**src/rtl/toggle_hs_rx.sv**
```systemverilog
// Receive side of a two-phase (toggle) handshake: captures each offered word
// into a small FIFO, acknowledges by flipping ack_tgl, and exposes a show-ahead read port.
module toggle_hs_rx #(
   parameter int unsigned DATA_W = 8,
   parameter int unsigned DEPTH  = 4
) (
   input  logic                       clk,
   input  logic                       reset,
   input  logic                       req_tgl,
   input  logic [DATA_W-1:0]          data_in,
   output logic                       ack_tgl,
   input  logic                       rd_en,
   output logic [DATA_W-1:0]          data_out,
   output logic                       valid,
   output logic                       full,
   output logic [$clog2(DEPTH):0]     count,
   output logic                       proto_err
);

   localparam int unsigned AW = $clog2(DEPTH);
   localparam int unsigned CW = AW + 1;

   // Handshake phase, decoded from registers and the live request/pop
   typedef enum logic [1:0] {
      HS_IDLE    = 2'd0,
      HS_CAPTURE = 2'd1,
      HS_STALL   = 2'd2
   } hs_state_t;

   hs_state_t          hs_state;

   logic               ack_q,   ack_d;
   logic               req_q,   req_d;
   logic               err_q,   err_d;
   logic [AW-1:0]      wr_ptr_q, wr_ptr_d;
   logic [AW-1:0]      rd_ptr_q, rd_ptr_d;
   logic [CW-1:0]      count_q, count_d;
   logic [DATA_W-1:0]  mem [DEPTH];

   logic               pending;
   logic               pop;
   logic               accept;
   logic               is_full;
   logic               is_valid;

   assign is_full  = (count_q == CW'(DEPTH));
   assign is_valid = (count_q != CW'(0));
   assign pending  = req_tgl ^ ack_q;
   assign pop      = rd_en & is_valid;

   // Phase decode: a pop on a full FIFO frees the slot in the same edge
   always_comb begin
      hs_state = HS_IDLE;
      if (pending) begin
         if (is_full && !pop) begin
            hs_state = HS_STALL;
         end else begin
            hs_state = HS_CAPTURE;
         end
      end
   end

   assign accept = (hs_state == HS_CAPTURE);

   // Next-state for control registers
   always_comb begin
      ack_d    = ack_q;
      req_d    = req_tgl;
      err_d    = err_q;
      wr_ptr_d = wr_ptr_q;
      rd_ptr_d = rd_ptr_q;
      count_d  = count_q;

      if (accept) begin
         ack_d    = ~ack_q;
         wr_ptr_d = wr_ptr_q + AW'(1);
      end
      if (pop) begin
         rd_ptr_d = rd_ptr_q + AW'(1);
      end
      if (accept && !pop) begin
         count_d = count_q + CW'(1);
      end else if (pop && !accept) begin
         count_d = count_q - CW'(1);
      end

      // A second toggle arriving while the previous one is still outstanding
      if ((req_tgl != req_q) && (req_q != ack_q)) begin
         err_d = 1'b1;
      end
   end

   always_ff @(posedge clk) begin
      if (!reset) begin
         ack_q    <= 1'b0;
         req_q    <= 1'b0;
         err_q    <= 1'b0;
         wr_ptr_q <= '0;
         rd_ptr_q <= '0;
         count_q  <= '0;
      end else begin
         ack_q    <= ack_d;
         req_q    <= req_d;
         err_q    <= err_d;
         wr_ptr_q <= wr_ptr_d;
         rd_ptr_q <= rd_ptr_d;
         count_q  <= count_d;
      end
   end

   // Storage carries no reset; contents are only observable while counted
   always_ff @(posedge clk) begin
      if (reset && accept) begin
         mem[wr_ptr_q] <= data_in;
      end
   end

   assign ack_tgl   = ack_q;
   assign proto_err = err_q;
   assign count     = count_q;
   assign valid     = is_valid;
   assign full      = is_full;
   assign data_out  = is_valid ? mem[rd_ptr_q] : '0;

endmodule

```
**config.mk**
```make
export PLATFORM = sky130hd
export DESIGN_NAME = toggle_hs_rx
export DESIGN_NICKNAME = d
export VERILOG_FILES = /design/src/rtl/toggle_hs_rx.sv
export SDC_FILE = /design/constraint.sdc
export NUM_CORES = 1
export LEC_CHECK = 0
export ABC_AREA = 1
export BUFFER_PORTS_ARGS = -buffer_cell sky130_fd_sc_hd__buf_2
export CELL_PAD_IN_SITES_DETAIL_PLACEMENT = 0
export CELL_PAD_IN_SITES_GLOBAL_PLACEMENT = 1
export CORE_MARGIN = 3
export CORE_UTILIZATION = 40
export DETAILED_ROUTE_END_ITERATION = 10
export GPL_ROUTABILITY_DRIVEN = 0
export MAX_ROUTING_LAYER = met4
export PLACE_DENSITY = 0.7
export RECOVER_POWER = 100
export SLEW_MARGIN = 20
export SYNTH_ARGS = -nofsm -noshare
export SYNTH_HDL_FRONTEND = slang
export SYNTH_SLANG_ARGS = --single-unit
export TNS_END_PERCENT = 10
```
**constraint.sdc**
```tcl
create_clock -name clk -period 2.6 [get_ports clk]
set_input_delay 0 -clock clk [delete_from_list [all_inputs] [get_ports clk]]
set_output_delay 0 -clock clk [all_outputs]
set_load 0.02 [all_outputs]
```
==> reports/metrics.cfg <==
[pwr]
p_leak_nw = 0.852
p_clk_share_pct = 20.7
power.switching_mw = 0.795
power.internal_mw = 1.27
ir_worst_vdd_uv = 465
power_frac_seq_pct = 44.2
p_sw_share_pct = 38.5
p_per_area_mw_per_mm2 = 922
power_frac_comb_pct = 35.1

[finish]
n_antenna_cell = 0
postLayoutCoreUtil_pct = 49.4
layout_common_cells = nor2_1, edfxtp_1, clkbuf_1
area_delta_synth_final_pct = 14.1
drive_gt1_share_pct = 12.6
nets = 240

[synth]
synth_area_leaders = edfxtp_1, dfxtp_1, nor2_1
synth_nets = 202
synth.top_cell.area_share_pct = 48.9
syn_avg_cell_area_um2 = 10.7
synth_cells = 184
ys_ff_latch = 44
yosysSeqAreaShare_pct = 61.2
synth_area_mm2 = 0.00196
yosysWarnings = 0
yosys.area.top_type = edfxtp_1
ys_types = 22

[sta]
setup_viol = 0
relSlewSlack_pct = 44.2
fmax_mhz = 481
drv_slew = 0
fin_crit_ns = 2.08
worstMarginPinSlew_ns = 0.833
rsz0062_at_grt = false
setup_tns_ns = 0
final.period_utilization_pct = 80.0
hold_violations = 0
clock_skew_ns = 0.00635

[floorplanning]
die_x_um = 76.1
die_area_mm2 = 0.00578
rows = 24
io_pins = 27
dieHeight_um = 76.1
start_util_pct = 43.3
core_area_mm2 = 0.00453

[routing]
drt-total-wl_um = 3750
routedWlPerCell_um = 13.0
vias = 1334
firstDrtPassIters = 4
drt-initial-drc-count = 90
antenna_left = 0
drc = 0
viasPerCell = 4.63

[cts]
cts_tree = yes
clockBufferDepth = 2
clock-sinks = 44
root_buffer = clkbuf_8
clk_latency_ns = 0.29
cts.clk_slew.worst_paths_ns = 0.08
post_cts_buffers = 0
ctsHtreeMaxLevel = 2
hold_buffers = 9
cts_resized = 0
cts_buffers = 5

[grt]
grt_max_degree = 17
grt_overflow = 0
grt_pass1_wl_um = 6480
grt.total_usage_pct = 14.6
antenna_found_initial = 0
grt_pass1_vias = 1340

[setup_path]
crit_type = register to register
cp-end-kind = register
critical_path_arrival_ns = 2.00
critPathLaunchType = register
critPathRequiredTime_ns = 2.52
crit_fanout = 8

[flow_run]
drv_cap = 0

[place]
dp_hpwl_um = 2570
port_buffers = 26

[hold_path]
min_path_type = primary input to register

[status]
status = complete, no violations

## Yosys cell counts (all sizes together)
cell / instances
nor2: 45
ha: 5
buf: 5
nand2: 20
fa: 1
nand3: 6
a21oi: 15
inv: 22
o21ai: 20
edfxtp: 32
nor3: 1
dfxtp: 12
## final timing paths
path                            depth (start not counted)   endpoint      from  slack (ns)
worst max-delay path                                    6  mem[0][4]  count[0]        0.52
worst max register to register                          6  mem[0][4]  count[0]        0.52
worst min register to register                          2    ack_tgl   ack_tgl        0.50
worst min-delay path                                    3   count[2]     reset        0.02
## worst max-delay path, cell delays in order (launching register included)
cell	delay (ns)
dfxtp_1	0.43
nor2_1	0.13
nand3_1	0.21
nand2_1	0.09
inv_1	0.08
nand2_1	0.10
nor2_1	0.66
## registers in the layout, summed over array words and instances (netlist names), named ones only
signal,flops
count,3
proto_err,1
req_q,1
mem,32
ack_tgl,1
rd_ptr_q,2
wr_ptr_q,2
## cells by family after synthesis
family	Yosys count	share of synthesized area, %
flip-flops	44	61.2
AO/OA/AOI/OAI	35	8.92
adder cells (fa/ha/maj)	6	4.21
AND/OR/NAND/NOR	72	18.7
buffers and inverters	27	7.01
## power groups by stage
| stage | clock network, mW | logic [mW] | registers, mW |
|---|---|---|---|
| 2_1_floorplan | 0 | 0.579 | 0.930 |
| 3_3_place_gp | 0 | 0.754 | 0.936 |
| 3_5_place_dp | 0 | 0.775 | 0.940 |
| 4_1_cts | 0.448 | 0.789 | 0.925 |
| 5_1_grt | 0.475 | 0.824 | 0.928 |
| 6_report | 0.427 | 0.725 | 0.913 |
## metrics by stage
stage / instances / total power [mW] / hold slack (ns) / worst slack, ns / area (um2)
global placement: 271 / 1.69 / 0.210 / 0.802 / 2130
detailed placement: 271 / 1.72 / 0.219 / 0.738 / 2130
global route: 288 / 2.23 / 0.0227 / 0.299 / 2240
CTS: 288 / 2.16 / 0.0143 / 0.726 / 2310
floorplan: 184 / 1.51 / 0.0989 / 0.734 / 1960
finish: 288 / 2.07 / 0.0157 / 0.520 / 2240
## layout make-up
type                    count  area, um2
clock buffers               8       90.1
fillers                   441       2290
inverters                  22       82.6
multi-input cells         113        584
flip-flops and latches     44       1200
well taps                  65       81.3
repair buffers             36        200
## routing by layer
layer,routed length (um),part of all wire [%],track usage (%),up-vias
li1,-,-,-,684
met5,0,0,-,-
met2,1870,50,24.9,26
met1,1710,46,17.0,620
met4,31,0.83,4.71,0
met3,134,3.6,3.78,4
(Power assumes the default switching activity.)
